<file path="config.mk">
export PLATFORM = sky130hd
export DESIGN_NAME = mux_nt1_reg
export DESIGN_NICKNAME = d
export VERILOG_FILES = /design/src/rtl/mux_nt1_reg.sv
export SDC_FILE = /design/constraint.sdc
export NUM_CORES = 1
export LEC_CHECK = 0
export BUFFER_PORTS_ARGS = -buffer_cell sky130_fd_sc_hd__buf_4
export CAP_MARGIN = 20
export CELL_PAD_IN_SITES_DETAIL_PLACEMENT = 1
export CELL_PAD_IN_SITES_GLOBAL_PLACEMENT = 1
export CORE_MARGIN = 3
export CORE_UTILIZATION = 25
export CTS_CLUSTER_DIAMETER = 200
export CTS_CLUSTER_SIZE = 40
export DETAILED_ROUTE_END_ITERATION = 8
export GPL_TIMING_DRIVEN = 0
export PLACE_DENSITY = 0.78
export SETUP_SLACK_MARGIN = 0.1
export SYNTH_ARGS = -nofsm -noshare
export SYNTH_HDL_FRONTEND = slang
export SYNTH_SLANG_ARGS = --single-unit
</file>
<file path="constraint.sdc">
create_clock -name CLK -period 1.1 [get_ports CLK]
set_clock_uncertainty 0.2 [all_clocks]
set_input_delay 0.22 -clock CLK [delete_from_list [all_inputs] [get_ports CLK]]
set_output_delay 0.22 -clock CLK [all_outputs]
set_load 0.02 [all_outputs]
</file>
<file path="src/rtl/mux_nt1_reg.sv">
// mux_nt1_reg: registered N:1 selector for the program-counter source path.
// One of NSRC packed n-bit sources is captured into D_OUT on a rising edge
// when a capture is requested, not stalled, and the select is in range.
// Alongside the data it records the select used, a valid flag, a one-cycle
// source-change pulse and a sticky illegal-select error.
//
// Control semantics: LD is a capture request sampled on every rising edge.
// STALL overrides LD and freezes the data, select and valid registers.
// There is no backpressure: a request that is stalled or carries an
// out-of-range SEL is dropped, not queued. Out-of-range SEL only raises ERR.
// All outputs come straight from flops; nothing combinational reaches them.
module mux_nt1_reg #(
    parameter int             n       = 32,
    parameter int             NSRC    = 4,
    parameter logic [n-1:0]   RST_VAL = '0,
    localparam int            SW      = $clog2(NSRC)
) (
    input  logic                CLK,
    input  logic                RST_N,
    input  logic [SW-1:0]       SEL,
    input  logic [NSRC*n-1:0]   D_IN,
    input  logic                LD,
    input  logic                STALL,
    input  logic                ERR_CLR,
    output logic [n-1:0]        D_OUT,
    output logic                VALID,
    output logic [SW-1:0]       SEL_Q,
    output logic                CHG,
    output logic                ERR
);

    // Source count held one bit wider than SEL so that the range check
    // compares against the full value of NSRC (e.g. NSRC=4 with SW=2).
    localparam logic [SW:0] nsrc_limit = NSRC[SW:0];

    logic [n-1:0]  sel_data;
    logic          sel_legal;
    logic          cap;
    logic          bad_req;

    logic [n-1:0]  d_out_q;
    logic          valid_q;
    logic [SW-1:0] sel_q;
    logic          chg_q;
    logic          err_q;

    // Range check of the select, widened to avoid truncating NSRC.
    assign sel_legal = ({1'b0, SEL} < nsrc_limit);

    // Capture happens only for an unstalled request with a legal select;
    // an unstalled request with an illegal select sets the sticky error.
    assign cap     = LD & ~STALL & sel_legal;
    assign bad_req = LD & ~STALL & ~sel_legal;

    // Combinational source select; defaults to zero for unmatched indices.
    always_comb begin
        sel_data = '0;
        for (int k = 0; k < NSRC; k++) begin
            if (SEL == SW'(k)) begin
                sel_data = D_IN[k*n +: n];
            end
        end
    end

    // All state: captured data, select, valid, change pulse and sticky error.
    always_ff @(posedge CLK or negedge RST_N) begin
        if (!RST_N) begin
            d_out_q <= RST_VAL;
            valid_q <= 1'b0;
            sel_q   <= '0;
            chg_q   <= 1'b0;
            err_q   <= 1'b0;
        end else begin
            // The change pulse is rebuilt every edge, so it lasts one cycle.
            chg_q <= cap & valid_q & (SEL != sel_q);
            if (cap) begin
                d_out_q <= sel_data;
                sel_q   <= SEL;
                valid_q <= 1'b1;
            end
            // A new illegal request beats a simultaneous clear.
            if (bad_req) begin
                err_q <= 1'b1;
            end else if (ERR_CLR) begin
                err_q <= 1'b0;
            end
        end
    end

    assign D_OUT = d_out_q;
    assign VALID = valid_q;
    assign SEL_Q = sel_q;
    assign CHG   = chg_q;
    assign ERR   = err_q;

endmodule

</file>
Yosys cells after proc, flatten, opt, wreduce, memory -nomap -nowiden --
Cells that the tools add are included.
Word-level totals: register bits 36, bits in latches 0, bits in writable memories 0, bits in read-only memories 0, logic and storage cells 17, memories 0
Cells by class: $add $sub $neg 0, multipliers 0, divide/modulo/power cells 0, order comparisons 0, eq/ne operators 4, shift-type cells 0, mux-type cells 4, bitwise gates (word level) 4, reduce and logical (&&, ||, !) cells 1
Operator list (number):
- 32-bit 2-to-1 mux | 4
- 2-bit == test (second input constant) | 2
- 1-bit AND | 3
- 2-bit by 1-bit == test with 1-bit output (second input constant) | 1
- 2-bit zero test | 1
- 2-bit inequality test | 1
- 1-bit NOT | 1

Logic depth before layout (Yosys ltp) --
depth in word-level cells 5, gate-level depth with buffers 4, mapped depth without buffers 2

Least setup slack after synthesis --
No wires, ideal clock.
path type input-to-reg, start input SEL[0], end register d_out_q[31], in the netlist D_OUT[31], arrival 1233 ps, data required time 775 ps, path slack -458 ps, stages on the path 4, path buffers 2, cells stage by stage buf_6 > buf_12 > mux4_2 > mux2_4
On the way: longest elaborated chain between the ends 5, elaborated cells on any way between the ends 8
RTL lines:
- start: declaration | RTL line 20 | input logic [SW-1:0] SEL,
- 2-bit zero test | RTL line 59 | if (SEL == SW'(k)) begin
- 32-bit 2-to-1 mux (3 in series) | RTL line 59
- 32-bit 2-to-1 mux * | RTL line 59
- end signal: assignment | RTL line 77 | d_out_q <= sel_data;
- end: declaration | RTL line 41 | logic [n-1:0] d_out_q;
Mark *: on every way between the ends. The rest lies on a longest branch, timed or not. A chain may end at the register's enable or synchronous reset.

Final worst setup path --
start input SEL[0], end register d_out_q[5], in the netlist D_OUT[5]
The elaborated chain is that of the path after synthesis.

==> run_results.csv <==
group,metric,value,unit
status,outcome,"complete, but fails checks",
status,violations,"negative hold slack, negative setup slack",
cells_and_area,nFillCells,922,
floorplanning,initial_core_util,26.0,%
placed_design,dp_hpwl,6100,um
pwr,powerDensity,1190,nW/um^2
drt,ant_nets,0,
global_routing,grt-ovfl-total,0,
cts,clock_path_buffers,2,
worst_setup_path,start_kind,"primary input",
sta,holdWs,-0.302,ns
global_routing,grt_pass1_vias,2328,
floorplanning,dieArea,10300,um^2
cells_and_area,syn_to_final_growth,94.4,%
cts,htree_levels,2,
placed_design,gp_congestion,0.673,
drt,via_count,2043,
flow_run,drv_cap,0,
pwr,combPwrFrac,47.5,%
sta,slew_violations,0,
sta,min_period,1.28,ns
drt,dr.max_layer_used,"met4",
logic_synthesis,syn-num-nets,256,
pwr,p_int,3800,uW
pwr,ir_drop,538,uV
worst_setup_path,cp.arrival,1.25,ns
cells_and_area,num_antenna_cells,0,
floorplanning,die_y,102,um
placed_design,dpl.cell_count,396,
floorplanning,fp.coreArea,8810,um^2
logic_synthesis,synthCells,121,
logic_synthesis,yosysSeqAreaShare,39.4,%
cts,cts_tree,"yes",
drt,wl_met3,780,um
sta,period_share,116,%
sta,hold_violations,36,
cells_and_area,multi_input_area,1290,um^2
global_routing,grt_start_max_net_pins,37,
sta,rsz0062_at_grt,"true",
worst_setup_path,r2r_slack,-0.13,ns
cells_and_area,fin_cells,446,
placed_design,numPortBuffers,167,
drt,drt_first_pass_iters,2,
cts,numCtsBuffers,5,
min_path,min_path_type,"primary input to async pin",
cts,clk_latency,0.28,ns
sta,max_freq,0.783,GHz
logic_synthesis,post_synth.cell_area_avg,18.9,um^2
cells_and_area,seqCellArea,901,um^2
drt,drt-met1-wl,2850,um
cells_and_area,drive_gt1_share,88.5,%
logic_synthesis,synth_area,2290,um^2
cells_and_area,final_core_util,50.5,%
floorplanning,die_x,102,um
pwr,seqPwrFrac,33.2,%
drt,wirelength,8340,um
drt,drc,0,
pwr,p_leak,0.00216,uW
cts,root_buffer,"clkbuf_8",
worst_setup_path,crit_type,"primary input to flop",
floorplanning,rows,34,
worst_setup_path,cp.required,1.07,ns
sta,fin_ws,-0.177,ns
pwr,clkPwrFrac,19.3,%
logic_synthesis,yosys_warnings,0,
worst_setup_path,reg2reg_from,"D_OUT[5]$_DFFE_PN0P_",
worst_setup_path,cp-end-kind,"flop",
global_routing,grtUsageTotal,15.1,%
placed_design,pre_cts_ws,-0.616,ns
drt,wl_per_cell,18.7,um
pwr,p_switching,1500,uW
logic_synthesis,synth_seq_cells,36,
worst_setup_path,timing.rr.end,"D_OUT[5]$_DFFE_PN0P_",
drt,drt_first_iter_violations,29,
worst_setup_path,cp-startpoint,"SEL[0]",
global_routing,grt_pass1_wl,11900,um
sta,setup_viol,70,
logic_synthesis,synth_cell_types,15,
worst_setup_path,cp-endpoint,"D_OUT[5]$_DFFE_PN0P_",
floorplanning,io_pins,172,
drt,via_per_inst,4.58,
drt,wl_met2,4670,um
global_routing,antenna_found_initial,0,
worst_setup_path,worst-r2r-cell-count,3,
cts,path_clk_slew,0.07,ns
cts,cts_sinks,36,
worst_setup_path,cp_max_fo,5,
pwr,power_switching_share,28.4,%
cells_and_area,final_nets,473,
==> flip-flops by register name, summed over array words and instances (netlist names) <==
signal	cells
D_OUT	32
SEL_Q	2
CHG	1
VALID	1
==> power by group through the flow <==
stage / Combinational [uW] / Sequential [uW] / Clock [uW]
after floorplan: 690 / 2030 / 0
after detailed placement: 1900 / 1740 / 0
after CTS: 2350 / 1750 / 1070
final: 2520 / 1760 / 1020
after global routing: 2670 / 1780 / 1120
after global placement: 1870 / 1730 / 0
==> critical path, stage by stage <==
cell	delay, ns
buf_16	0.11
clkbuf_16	0.15
mux4_2	0.50
mux2_4	0.26
==> cell usage in the layout (no fill, tap or decap), drive strengths merged <==
cell type	count
buf	216
bufbuf	1
clkbuf	13
conb	1
dfrtp	36
mux2	34
mux4	32
nor2b	1
o211a	1
or2	1
xor2	2
==> cell type report <==
cell class,instances,share of cell area [%]
Buffer,13,4.17
Clock buffer,7,2.17
Multi-Input combinational cell,72,29.1
Sequential cell,36,20.3
Tap cell,108,3.04
Timing Repair Buffer,210,41.3
==> through the flow <==
step	cell area, um^2	hold slack [ns]	power [uW]	setup TNS (ns)
global placement	3710	0.0171	3600	-17.42
global route	4440	-0.287	5570	-11.44
detailed placement	3710	0.0225	3650	-17.94
CTS	4220	-0.294	5180	-10.67
finish	4440	-0.302	5300	-9.74
floorplan	2320	-0.276	2720	-13.83
==> Yosys cell counts (all sizes together) <==
cell type / count / share of area [%]
buf: 12 / 5.0
o211a: 1 / 0.44
conb: 1 / 0.16
xor2: 2 / 0.77
or2: 1 / 0.27
mux2: 34 / 21
dfrtp: 36 / 39
clkbuf: 1 / 0.16
mux4: 32 / 32
nor2b: 1 / 0.27
==> worst min-delay path by stage <==
stage	start	endpoint	cells after the start
2_1_floorplan	RST_N	CHG$_DFF_PN0_	0
3_3_place_gp	RST_N	D_OUT[24]$_DFFE_PN0P_	1
3_5_place_dp	RST_N	D_OUT[24]$_DFFE_PN0P_	1
4_1_cts	RST_N	D_OUT[24]$_DFFE_PN0P_	1
5_1_grt	RST_N	D_OUT[24]$_DFFE_PN0P_	1
6_report	RST_N	D_OUT[24]$_DFFE_PN0P_	1
==> per-layer routing <==
metal	track usage [%]	up-vias
met5	0	-
met4	3.07	0
met3	5.58	2
met2	28.1	101
met1	16.4	1026
li1	-	914
==> cell families (layout without fill, tap and decap cells) <==
logic type      Yosys count  in the layout  synth area share, %
simple gates              2              2                0.548
flops                    36             36                 39.4
compound gates            1              1                0.438
xor+xnor                  2              2                0.766
mux                      66             66                 53.5
buf+inv                  13            230                 5.14
other cells               1              1                0.164
==> what timing repair did <==
item | CTS | global route
pin swaps | 1 | 1
gates cloned | 1 | 4
setup buffers | 26 | 13
endpoints found under the setup margin | 72 | 72
endpoints found under the hold margin | 36 | 36
resized for setup | 56 | 11
No activity file was read; power rests on OpenSTA's default activity.
